## config.mk

```make
export PLATFORM = sky130hd
export DESIGN_NAME = uart_baud_gen_flat
export DESIGN_NICKNAME = d
export VERILOG_FILES = /design/src/rtl/uart_baud_gen_if.sv /design/src/rtl/uart_baud_gen.sv /design/src/flat_wrapper.sv
export SDC_FILE = /design/constraint.sdc
export NUM_CORES = 1
export LEC_CHECK = 0
export BUFFER_PORTS_ARGS = -buffer_cell sky130_fd_sc_hd__buf_2
export CELL_PAD_IN_SITES_DETAIL_PLACEMENT = 0
export CELL_PAD_IN_SITES_GLOBAL_PLACEMENT = 1
export CORE_MARGIN = 8
export CORE_UTILIZATION = 39
export DETAILED_ROUTE_END_ITERATION = 10
export PLACE_DENSITY = 0.68
export SLEW_MARGIN = 30
export SYNTH_ARGS = -nofsm -noshare
export SYNTH_HDL_FRONTEND = slang
export SYNTH_SLANG_ARGS = --single-unit
```

## constraint.sdc

```tcl
create_clock -name MHz10 -period 4.53 [get_ports MHz10]
set_input_delay 0.2265 -clock MHz10 [delete_from_list [all_inputs] [get_ports MHz10]]
set_output_delay 0.2265 -clock MHz10 [all_outputs]
set_load 0.03 [all_outputs]
```

## src/rtl/uart_baud_gen_if.sv

```systemverilog
// ---------------------------------------------------------------------------
// uart_baud_gen_if
//
// Purpose : groups the control and tick signals of the UART baud-rate
//           generator into one bundle. The UART TX/RX logic holds the master
//           side; the generator holds the slave side.
//
// Signals :
//   en          master->slave  global block enable (low = freeze everything)
//   enable      master->slave  run request, counter advances while high
//   clear       master->slave  synchronous restart of counter and bit index
//   div         master->slave  requested terminal count (period = div+1)
//   div_load    master->slave  one-cycle strobe capturing div as pending
//   at_max      slave->master  bit tick, one cycle at terminal count
//   at_half     slave->master  mid-bit tick for RX sample centring
//   bit_idx     slave->master  index of the current bit within the frame
//   frame_done  slave->master  bit tick that ends the frame
//   div_pending slave->master  a captured divisor waits for a bit boundary
// ---------------------------------------------------------------------------
interface uart_baud_gen_if #(
    parameter int CNT_W  = 12,
    parameter int BIDX_W = 4
);
    logic              en;
    logic              enable;
    logic              clear;
    logic [CNT_W-1:0]  div;
    logic              div_load;
    logic              at_max;
    logic              at_half;
    logic [BIDX_W-1:0] bit_idx;
    logic              frame_done;
    logic              div_pending;

    modport master (
        output en,
        output enable,
        output clear,
        output div,
        output div_load,
        input  at_max,
        input  at_half,
        input  bit_idx,
        input  frame_done,
        input  div_pending
    );

    modport slave (
        input  en,
        input  enable,
        input  clear,
        input  div,
        input  div_load,
        output at_max,
        output at_half,
        output bit_idx,
        output frame_done,
        output div_pending
    );
endinterface

```

## src/rtl/uart_baud_gen.sv

```systemverilog
// ---------------------------------------------------------------------------
// uart_baud_gen
//
// Purpose : runtime-programmable baud-rate generator for the UART TX/RX
//           paths, clocked from the 10 MHz system clock. Produces a one-cycle
//           bit tick every div_active+1 clocks, a mid-bit tick for RX
//           sampling, a per-frame bit index and a frame-complete flag.
//           A newly requested divisor is held in a shadow register and only
//           takes effect at a bit boundary, so the rate never glitches.
//
// Ports   :
//   MHz10  in   system clock, rising edge
//   nrst   in   asynchronous active-low reset
//   bus    slave side of uart_baud_gen_if (controls in, ticks/status out)
//
// Parameters:
//   CNT_W       width of the cycle counter and divisor
//   DEFAULT_DIV divisor loaded at reset (319 -> 31250 baud at 10 MHz)
//   FRAME_BITS  bit ticks per frame (start + 8 data + stop)
//   BIDX_W      width of bit_idx; 2**BIDX_W must be >= FRAME_BITS
// ---------------------------------------------------------------------------
module uart_baud_gen #(
    parameter int CNT_W       = 12,
    parameter int DEFAULT_DIV = 319,
    parameter int FRAME_BITS  = 10,
    parameter int BIDX_W      = 4
) (
    input  logic           MHz10,
    input  logic           nrst,
    uart_baud_gen_if.slave bus
);

    localparam logic [CNT_W-1:0]  RESET_DIV = CNT_W'(DEFAULT_DIV);
    localparam logic [BIDX_W-1:0] LAST_BIT  = BIDX_W'(FRAME_BITS - 1);

    // A divisor of 0 would give a one-clock period with no distinct mid-bit
    // position; the smallest usable divisor is 1 (two-clock period).
    function automatic logic [CNT_W-1:0] clamp_div(input logic [CNT_W-1:0] d);
        return (d == '0) ? CNT_W'(1) : d;
    endfunction

    logic [CNT_W-1:0]  count;
    logic [CNT_W-1:0]  div_active;
    logic [CNT_W-1:0]  div_shadow;
    logic              div_pend;
    logic [BIDX_W-1:0] bit_cnt;

    logic              do_clear;
    logic              do_count;
    logic              wrap;
    logic              tick;
    logic              half_tick;
    logic              apply;
    logic [CNT_W-1:0]  div_in;

    assign do_clear  = bus.en & bus.clear;
    assign do_count  = bus.en & ~bus.clear & bus.enable;

    // >= rather than == so a counter left above a freshly shrunk divisor
    // (divisor applied while stopped) still wraps on the next counting cycle.
    assign wrap      = (count >= div_active);
    assign tick      = do_count & wrap;
    assign half_tick = do_count & (count == (div_active >> 1));

    // Bit boundaries at which a pending divisor may be swapped in: the
    // terminal tick, a restart, or any cycle where the counter is stopped.
    assign apply     = bus.en & (tick | bus.clear | ~bus.enable);
    assign div_in    = clamp_div(bus.div);

    // Cycle counter and bit index
    always_ff @(posedge MHz10 or negedge nrst) begin
        if (!nrst) begin
            count   <= '0;
            bit_cnt <= '0;
        end else if (do_clear) begin
            count   <= '0;
            bit_cnt <= '0;
        end else if (do_count) begin
            if (wrap) begin
                count   <= '0;
                bit_cnt <= (bit_cnt == LAST_BIT) ? '0 : bit_cnt + BIDX_W'(1);
            end else begin
                count   <= count + CNT_W'(1);
            end
        end
    end

    // Divisor shadow / apply
    // Capture ignores en so software can reprogram a gated block; when the
    // strobe lands on a boundary the incoming value bypasses the shadow.
    always_ff @(posedge MHz10 or negedge nrst) begin
        if (!nrst) begin
            div_active <= RESET_DIV;
            div_shadow <= '0;
            div_pend   <= 1'b0;
        end else if (bus.div_load) begin
            div_shadow <= div_in;
            if (apply) begin
                div_active <= div_in;
                div_pend   <= 1'b0;
            end else begin
                div_pend   <= 1'b1;
            end
        end else if (apply && div_pend) begin
            div_active <= div_shadow;
            div_pend   <= 1'b0;
        end
    end

    // Outputs
    assign bus.at_max      = tick;
    assign bus.at_half     = half_tick;
    assign bus.frame_done  = tick & (bit_cnt == LAST_BIT);
    assign bus.bit_idx     = bit_cnt;
    assign bus.div_pending = div_pend;

endmodule

```

## src/flat_wrapper.sv

```systemverilog
// flat-port wrapper written by rule: the top's interface ports become plain ports
module uart_baud_gen_flat 
#(
    parameter int CNT_W       = 12,
    parameter int DEFAULT_DIV = 319,
    parameter int FRAME_BITS  = 10,
    parameter int BIDX_W      = 4
)
  (MHz10, nrst, bus_en, bus_enable, bus_clear, bus_div, bus_div_load, bus_at_max, bus_at_half, bus_bit_idx, bus_frame_done, bus_div_pending);
  uart_baud_gen_if #(.CNT_W(CNT_W), .BIDX_W(BIDX_W)) bus_i ();
  input  logic MHz10;
  input  logic nrst;
  input wire logic [$bits(bus_i.en)-1:0] bus_en;
  input wire logic [$bits(bus_i.enable)-1:0] bus_enable;
  input wire logic [$bits(bus_i.clear)-1:0] bus_clear;
  input wire logic [$bits(bus_i.div)-1:0] bus_div;
  input wire logic [$bits(bus_i.div_load)-1:0] bus_div_load;
  output wire logic [$bits(bus_i.at_max)-1:0] bus_at_max;
  output wire logic [$bits(bus_i.at_half)-1:0] bus_at_half;
  output wire logic [$bits(bus_i.bit_idx)-1:0] bus_bit_idx;
  output wire logic [$bits(bus_i.frame_done)-1:0] bus_frame_done;
  output wire logic [$bits(bus_i.div_pending)-1:0] bus_div_pending;
  assign bus_i.en = bus_en;
  assign bus_i.enable = bus_enable;
  assign bus_i.clear = bus_clear;
  assign bus_i.div = bus_div;
  assign bus_i.div_load = bus_div_load;
  assign bus_at_max = bus_i.at_max;
  assign bus_at_half = bus_i.at_half;
  assign bus_bit_idx = bus_i.bit_idx;
  assign bus_frame_done = bus_i.frame_done;
  assign bus_div_pending = bus_i.div_pending;
  uart_baud_gen #(.CNT_W(CNT_W), .DEFAULT_DIV(DEFAULT_DIV), .FRAME_BITS(FRAME_BITS), .BIDX_W(BIDX_W)) u_core (.MHz10(MHz10), .nrst(nrst), .bus(bus_i));
endmodule
```

Word-level counts from Yosys, hierarchy flattened

Cells that the tools add are included.

$add $sub $neg: 2
$lt $le $gt $ge: 1
Equal/unequal tests: 3
Mux-type cells: 14
Bitwise gates (word level): 11
Reduce and logical (&&, ||, !) cells: 7

Operators with widths:

| operator                                                                 | count |
|---|---|
| 12-bit 2-to-1 mux                                                        | 7 |
| 4-bit 2-to-1 mux                                                         | 4 |
| 12-bit by 1-bit adder with 12-bit output (second input constant)         | 1 |
| 12-bit by 11-bit == test with 1-bit output                               | 1 |
| 12-bit >= comparator                                                     | 1 |
| 12-bit logical NOT                                                       | 1 |
| 1-bit AND                                                                | 7 |
| 2-bit nonzero test                                                       | 3 |
| 4-bit by 1-bit adder with 4-bit output (second input constant)           | 1 |
| 4-bit == test (second input constant)                                    | 1 |
| 2-bit AND reduction                                                      | 2 |
| 1-bit 2-to-1 mux                                                         | 3 |
| 2-bit by 1-bit inequality test with 1-bit output (second input constant) | 1 |
| 1-bit NOT                                                                | 2 |
| 1-bit bitwise OR                                                         | 2 |
| 1-bit logical AND                                                        | 1 |

Bits in registers: 41
Bits of input ports: 18
Output and inout bits: 8

Logic depth before layout (Yosys ltp)

Gate-level depths: netlist (run 1).

Depth after elaboration: 10
Gate-level depth with buffers: 9
Gate-level depth less buffers: 7

Worst setup path before layout (run 1)

No wires, ideal clock.

Kind: reg-to-reg
Start point: register u_core.div_active[3]
End point: register u_core.div_active[10]
Library setup time: 125 ps
Arrival: 2276 ps
Data required time: 4405 ps
Path slack: 2128 ps
Cell stages (with the launch flop): 10
Path through: dfstp_2 > inv_1 > ha_1 > o21a_1 > nor2_1 > or4_1 > buf_2 > a31oi_4 > buf_12 > mux2_4

Longest elaborated chain between the ends: 8
Elaborated cells on any way between the ends: 9
Classes of those cells: 1 x order compare; 1 x eq/ne; 4 x bitwise; 3 x reduce/logical

Ends and longest elaborated chain:

| element                            | line                 | RTL |
|---|---|---|
| start, declared                    | uart_baud_gen.sv:43  | `logic [CNT_W-1:0] div_active;` |
| start signal, assigned             | uart_baud_gen.sv:99  | `div_active <= div_in;` |
| start signal, assigned             | uart_baud_gen.sv:105 | `div_active <= div_shadow;` |
| 12-bit >= comparator (*)           | uart_baud_gen.sv:61  | `assign wrap = (count >= div_active);` |
| 1-bit AND (*)                      | uart_baud_gen.sv:62  | `assign tick = do_count & wrap;` |
| 1-bit bitwise OR (*) (2 in series) | uart_baud_gen.sv:67  | `assign apply = bus.en & (tick \| bus.clear \| ~bus.enable);` |
| 1-bit AND (*)                      | uart_baud_gen.sv:67  |  |
| 1-bit logical AND                  | uart_baud_gen.sv:104 | `end else if (apply && div_pend) begin` |
| 2-bit nonzero test (no line)       | --                   |  |
| 2-bit AND reduction (no line) (*)  | --                   |  |

Every way passes the cells marked *; elsewhere a longest branch is shown, timed or not.
A chain may end at the register's enable or synchronous reset.

Worst setup path in the final report (run 1)

Start point: register u_core.div_active[8]
End point: output bus_frame_done

Longest elaborated chain between the ends: 3

Ends and longest elaborated chain:

| element              | line                 | RTL |
|---|---|---|
| 12-bit >= comparator | uart_baud_gen.sv:61  |  |
| 1-bit AND            | uart_baud_gen.sv:62  |  |
| 1-bit AND            | uart_baud_gen.sv:113 | `assign bus.frame_done = tick & (bit_cnt == LAST_BIT);` |
| end, declared        | flat_wrapper.sv:21   | `output wire logic [$bits(bus_i.frame_done)-1:0] bus_frame_done;` |

Every way passes these cells.

==> summary.md, run 1 <==
| Metric | Value |
|---|---|
| Synth top cells by count | dfrtp_1, nand2_1, ha_1, inv_1, nor3_1 |
| Initial core utilization | 0.3988 |
| Pre-Repair DR Iteration Count | 4 |
| Nets | 273 |
| CP Capture Type | primary output |
| Peak Freq | 306.3 MHz |
| Mapped Cells | 213 |
| Asr flop ratio synth | 1.000 |
| Clock root buffer | clkbuf_8 |
| Clk sinks | 41 |
| FF-to-FF setup slack | 1.76 ns |
| Hold-fix buffers, CTS | 0 |
| Leak | 1.165 nW |
| RSZ-0062 raised after global routing | no |
| H-tree levels | 2 |
| R2R Path End | u_core.div_active[7]$_DFFE_PN0P_ |
| RePlAce Congestion | 0.7350 |
| I/O pin cnt | 26 |
| CP Data Arrival Time | 3.04 ns |
| Reg2reg path depth | 6 |
| Mapped Avg Cell Area | 10.96 um2 |
| Post-DP Area | 0.002509 mm2 |
| Initial antenna violation count | 0 |
| Synth Cell Area | 0.002333 mm2 |
| Num CTS Buffers | 5 |
| Min-delay worst type | in -> reg |
| Max-cap violations | 0 |
| Multi-input gate area | 0.001202 mm2 |
| Status | finished, final reports clean |
| Slew HR | 0.5495 |
| Die Y | 93.35 um |
| Global-route wire length before repair | 8.155 mm |
| Die Wd | 93.35 um |
| Worst setup margin | 1.266 ns |
| Final number of max-transition violations | 0 |
| Number of diodes | 0 |
| Placed cell count | 307 |
| Crit path launch | u_core.div_active[8]$_DFFE_PN1P_ |
| Synth area leader | dfrtp_1 |
| Hold Slack | 0.1591 ns |
| Largest net degree at the start of global routing | 42 |
| Final non-filler cell area | 0.002609 mm2 |
| CP Capture Point | bus_frame_done |
| Count leader, synth | dfrtp_1 |
| Overflow after GRT | 0 |
| PostCTS Resize Cnt | 0 |
| FF+latch count, synth | 41 |
| Clock latency reported for the late side of the worst-skew pair | 0.29 ns |
| Die area | 0.008714 mm2 |
| Synth Warn # | 0 |
| Min Tclk post-route | 3.264 ns |
| Crit Path Max Fanout | 15 |
| Drt via density | 5.063 |
| CP Class | reg -> out |
| Global-route usage over all layers | 0.1189 |
| DRC viols | 0 |
| Power per Cell Area | 329.3 mW/mm2 |
| Via count | 1600 |
| Worst Clk Skew | 0.01176 ns |
| Critical Path Start Type | register |
| Req. time, crit path | 4.30 ns |
| DP HPWL | 3.681 mm |
| Synth Flop Type | dfrtp_1 |
| Finished Layout Cells | 316 |
| Worst-Margin Slew | 0.6757 ns |
| Post-synth EDFFs | 0 |
| Layout fillers | 550 |
| Clk slew on worst S/H paths | 0.09 ns |
| TritonCTS clock tree | done |
| # rows | 28 |
| Clock Path Buffers | 2 |
| Worst vdd ir | 0.0001499 V |
| Postcts setup bufs | 0 |
| Number of buffers added on ports | 25 |
| Initial detailed-routing violation count | 65 |
| Top-area cell type share of the netlist area | 0.3646 |
| Reg2reg start | u_core.div_active[8]$_DFFE_PN1P_ |
| Vias in the first global route | 1620 |
| DR WL/cell | 15.40 um |
| Library cells used by synthesis | 39 |
| Core area | 0.005851 mm2 |
| Finished Core Util | 0.4459 |
| TNS Setup | 0 ns |
| Final hold violations | 0 |
| Post-Route WL | 4.865 mm |
| Area Overhead vs Synth | 11.80% |
| # setup viols final | 0 |
| Pre-CTS worst setup slack | 1.605 ns |
| Syn nets | 246 |
| Synth area leaders | dfrtp_1, ha_1, dfstp_2 |
| Layout cells sized above 1 | 0.2739 |
| FF+latch area | 0.001035 mm2 |
| Tot Pwr | 859.0 uW |
| Period utilization | 0.7206 |
| Seq/Total Area, Yosys | 0.4434 |
| Routed Antenna Nets | 0 |
-- cells by family (layout without fill, tap and decap cells) --
kind of cell,after synthesis,after routing,synth area share
AOI/OAI and AO/OA,26,26,0.08311
xor gates and xnor gates,20,20,0.07507
adders and majority gates,15,15,0.08043
buffers and inverters,20,48,0.04129
DFF,41,41,0.4434
muxes,25,25,0.1357
and+or+nand+nor,66,66,0.1410
-- report_power, final --
part           internal [mW]  switching, mW  total, mW
logic                 0.0917         0.0791      0.171
registers              0.416         0.0327      0.449
clock network          0.109          0.131      0.239
-- worst min path at each step --
stage	from	end	slack, ns	depth (start not counted)
CTS	nrst	u_core.div_shadow[1]$_DFFE_PN0P_	0.1	1
floorplan	nrst	u_core.bus.bit_idx[0]$_DFFE_PN0P_	-0.07	0
global route	bus_div[0]	u_core.div_shadow[0]$_DFFE_PN0P_	0.18	3
global placement	nrst	u_core.div_shadow[1]$_DFFE_PN0P_	0.41	1
finish	bus_div[0]	u_core.div_shadow[0]$_DFFE_PN0P_	0.16	3
detailed placement	nrst	u_core.div_shadow[1]$_DFFE_PN0P_	0.42	1
-- placed cells by master, fill, tap and decap left out, types with 2 or more instances in the layout --
| cell type | instances |
|---|---|
| inv_1 | 14 |
| nor2_1 | 8 |
| dfrtp_1 | 34 |
| mux2_4 | 10 |
| dfstp_2 | 7 |
| xor2_1 | 9 |
| clkinvlp_4 | 2 |
| o21ai_0 | 6 |
| xnor2_1 | 11 |
| nand2_1 | 16 |
| nand3_1 | 7 |
| nand4_1 | 6 |
| nor3_1 | 14 |
| clkbuf_8 | 5 |
| nor4_1 | 6 |
| and3_1 | 2 |
| mux2_2 | 13 |
| o21a_1 | 2 |
| and2_1 | 3 |
| buf_2 | 24 |
| mux2i_1 | 2 |
| o31ai_1 | 2 |
| a21oi_1 | 6 |
| ha_1 | 15 |
-- metal layers --
metal | up-vias | routed length, um | GRT usage
li1 | 814 | - | -
met4 | 0 | 25 | 0.03624
met5 | - | 0 | 0
met1 | 770 | 2400 | 0.1586
met3 | 2 | 147 | 0.03045
met2 | 14 | 2292 | 0.1839
-- registers in the layout, indices dropped and copies added, names as in the netlist --
name	count
u_core.div_active	12
u_core.count	12
u_core.div_shadow	12
u_core.bus.div_pending	1
u_core.bus.bit_idx	4
-- cell type report --
cell class,instances,share of cell area
multi-input combinational,152,0.4609
sequential,41,0.3966
timing repair buffer,26,0.05276
inverter,14,0.02014
clock buffer,6,0.02782
tap,75,0.03597
clock inverter,2,0.005755
-- critical path, stage by stage (launching register included) --
cell     delay [ns]
dfstp_2        0.55
inv_1          0.05
ha_1           0.27
nand4_1        0.17
or4_1          0.67
a21oi_2        0.61
and2_1         0.22
buf_2          0.19
No activity file was read; power rests on OpenSTA's default activity.
==> run 2: changes to the inputs <==
- PLACE_DENSITY: 0.68 -> 0.7
- clock period: 4.53 -> 3 ns (I/O delays scaled with it)
==> run 2 against run 1 <==
  * Count of clock-buffer cells in the layout did not move
  * Wire length is 0.82% higher
  * Non-clock buffer count is 3 higher
  * Combinational power increased by 51%
  * Power is 51% higher
  * Clock power up 50%
  * Via count increased by 1.4%
  * Sequential cell count stayed put
  * Critical path type unchanged
  * Largest cell class unchanged
  * Highest routed layer unchanged
==> summary.md, run 2 (synthesis results as in run 1) <==
| Metric | Value |
|---|---|
| Tot Pwr | 1.298 mW (+51%) |
| Initial detailed-routing violation count | 53 (-18%) |
| Clk sinks | 41 (unchanged) |
| Power per Cell Area | 493.4 mW/mm2 (+50%) |
| # rows | 28 (unchanged) |
| H-tree levels | 2 (unchanged) |
| Slew HR | 0.6443 (+0.09481) |
| Clk slew on worst S/H paths | 0.09 ns (about the same) |
| Num CTS Buffers | 5 (unchanged) |
| RSZ-0062 raised after global routing | no |
| Largest registers | u_core.count x12, u_core.div_active x12, u_core.div_shadow x12 |
| Global-route usage over all layers | 0.1199 (+0.0009812) |
| DR WL/cell | 15.38 um (-0.13%) |
| Postcts setup bufs | 0 (unchanged) |
| Largest net degree at the start of global routing | 42 (unchanged) |
| Global-route wire length before repair | 8.314 mm (+1.9%) |
| Initial core utilization | 0.3988 (unchanged) |
| DP HPWL | 3.709 mm (+0.78%) |
| Clock latency reported for the late side of the worst-skew pair | 0.29 ns (about the same) |
| Hold-fix buffers, CTS | 0 (unchanged) |
| CP Class | reg -> out |
| PostCTS Resize Cnt | 0 (unchanged) |
| Routed Antenna Nets | 0 (unchanged) |
| Min Tclk post-route | 2.715 ns |
| Drt via density | 5.085 (+0.42%) |
| CP Capture Type | primary output |
| Die area | 0.008714 mm2 (unchanged) |
| Worst setup margin | 0.2853 ns (-0.9803 ns) |
| Die Wd | 93.35 um (unchanged) |
| Max-cap violations | 0 (unchanged) |
| TNS Setup | 0 ns (unchanged) |
| Peak Freq | 368.4 MHz |
| Worst vdd ir | 0.0003069 V (+100%) |
| Vias in the first global route | 1670 (+3.1%) |
| Req. time, crit path | 2.85 ns (-1.45 ns) |
| Pre-CTS worst setup slack | 0.3992 ns (-1.206 ns) |
| Leak | 1.181 nW (+1.4%) |
| Status | finished, final reports clean |
| Placed cell count | 310 (+0.98%) |
| Hold Slack | 0.08789 ns (-0.07124 ns) |
| Clock Path Buffers | 2 (unchanged) |
| Most common cell after layout, fill and taps aside | dfrtp_1 |
| Period utilization | 0.9049 |
| Worst Clk Skew | 0.01182 ns (+0.00005310 ns) |
| I/O pin cnt | 26 (unchanged) |
| Number of diodes | 0 (unchanged) |
| Final non-filler cell area | 0.002631 mm2 (+0.86%) |
| Overflow after GRT | 0 (unchanged) |
| Worst-Margin Slew | 0.5335 ns (-0.1422 ns) |
| Die Y | 93.35 um (unchanged) |
| TritonCTS clock tree | done |
| Clock root buffer | clkbuf_8 |
| RePlAce Congestion | 0.7650 (+4.1%) |
| Highest-count cells in the layout ignoring fill and taps | dfrtp_1, buf_2, nand2_1, ha_1 |
| Layout cells sized above 1 | 0.2828 (+0.008928) |
| DRC viols | 0 (unchanged) |
| Number of buffers added on ports | 25 (unchanged) |
| Layout fillers | 548 (-0.36%) |
| Min-delay worst type | in -> reg |
| # setup viols final | 0 (unchanged) |
| Post-DP Area | 0.002531 mm2 (+0.90%) |
| Nets | 276 (+1.1%) |
| Area Overhead vs Synth | 12.76% |
| Crit Path Max Fanout | 6 (-9) |
| Critical Path Start Type | register |
| Finished Layout Cells | 319 (+0.95%) |
| Initial antenna violation count | 0 (unchanged) |
| Final hold violations | 0 (unchanged) |
| Post-Route WL | 4.905 mm (+0.82%) |
| Finished Core Util | 0.4497 (+0.003849) |
| CP Data Arrival Time | 2.56 ns (-0.48 ns) |
| Pre-Repair DR Iteration Count | 4 (unchanged) |
| Final number of max-transition violations | 0 (unchanged) |
| Core area | 0.005851 mm2 (unchanged) |
| Via count | 1622 (+1.4%) |
-- run 2: final timing paths --
check | start | to | slack (ns) | cells past startpoint
max | u_core.div_active[8]$_DFFE_PN1P_ | bus_frame_done | 0.29 | 7
min | bus_div[0] | u_core.div_shadow[0]$_DFFE_PN0P_ | 0.09 | 3
max reg2reg | u_core.div_active[8]$_DFFE_PN1P_ | u_core.div_active[9]$_DFFE_PN0P_ | 0.39 | 7
min reg2reg | u_core.div_shadow[0]$_DFFE_PN0P_ | u_core.div_shadow[0]$_DFFE_PN0P_ | 0.50 | 2
max in group asynchronous | nrst | u_core.div_active[8]$_DFFE_PN1P_ | 2.24 | 2
min in group asynchronous | nrst | u_core.div_shadow[1]$_DFFE_PN0P_ | 0.37 | 2
-- run 2: final cells by class --
cell class / count / area (um2) / area share
repair buffers: 29 / 160.2 / 0.06087
clock buffers: 6 / 72.57 / 0.02758
inverters: 14 / 52.55 / 0.01997
multi-input cells: 152 / 1202 / 0.4570
clock inverters: 2 / 15.01 / 0.005706
flip-flops and latches: 41 / 1035 / 0.3932
well taps: 75 / 93.84 / 0.03566
-- run 2: metal layers --
layer  global-route usage  vias up  part of all wire
met4              0.03221        0            0.0059
met3              0.02965        2             0.042
li1                     -      819                 -
met5                    0        -                 0
met2               0.1874       24              0.46
met1               0.1603      777              0.49
-- run 2: critical path: stages (launching register included) --
cell	delay [ns]
dfstp_2	0.55
inv_1	0.05
ha_1	0.27
nand4_1	0.17
or4_1	0.67
a21oi_2	0.24
and2_1	0.14
buf_2	0.19
-- run 2: power by group --
part	switching, mW	internal, mW
sequential	0.0532	0.628
combinational	0.119	0.139
clock	0.194	0.164
total	0.366	0.932
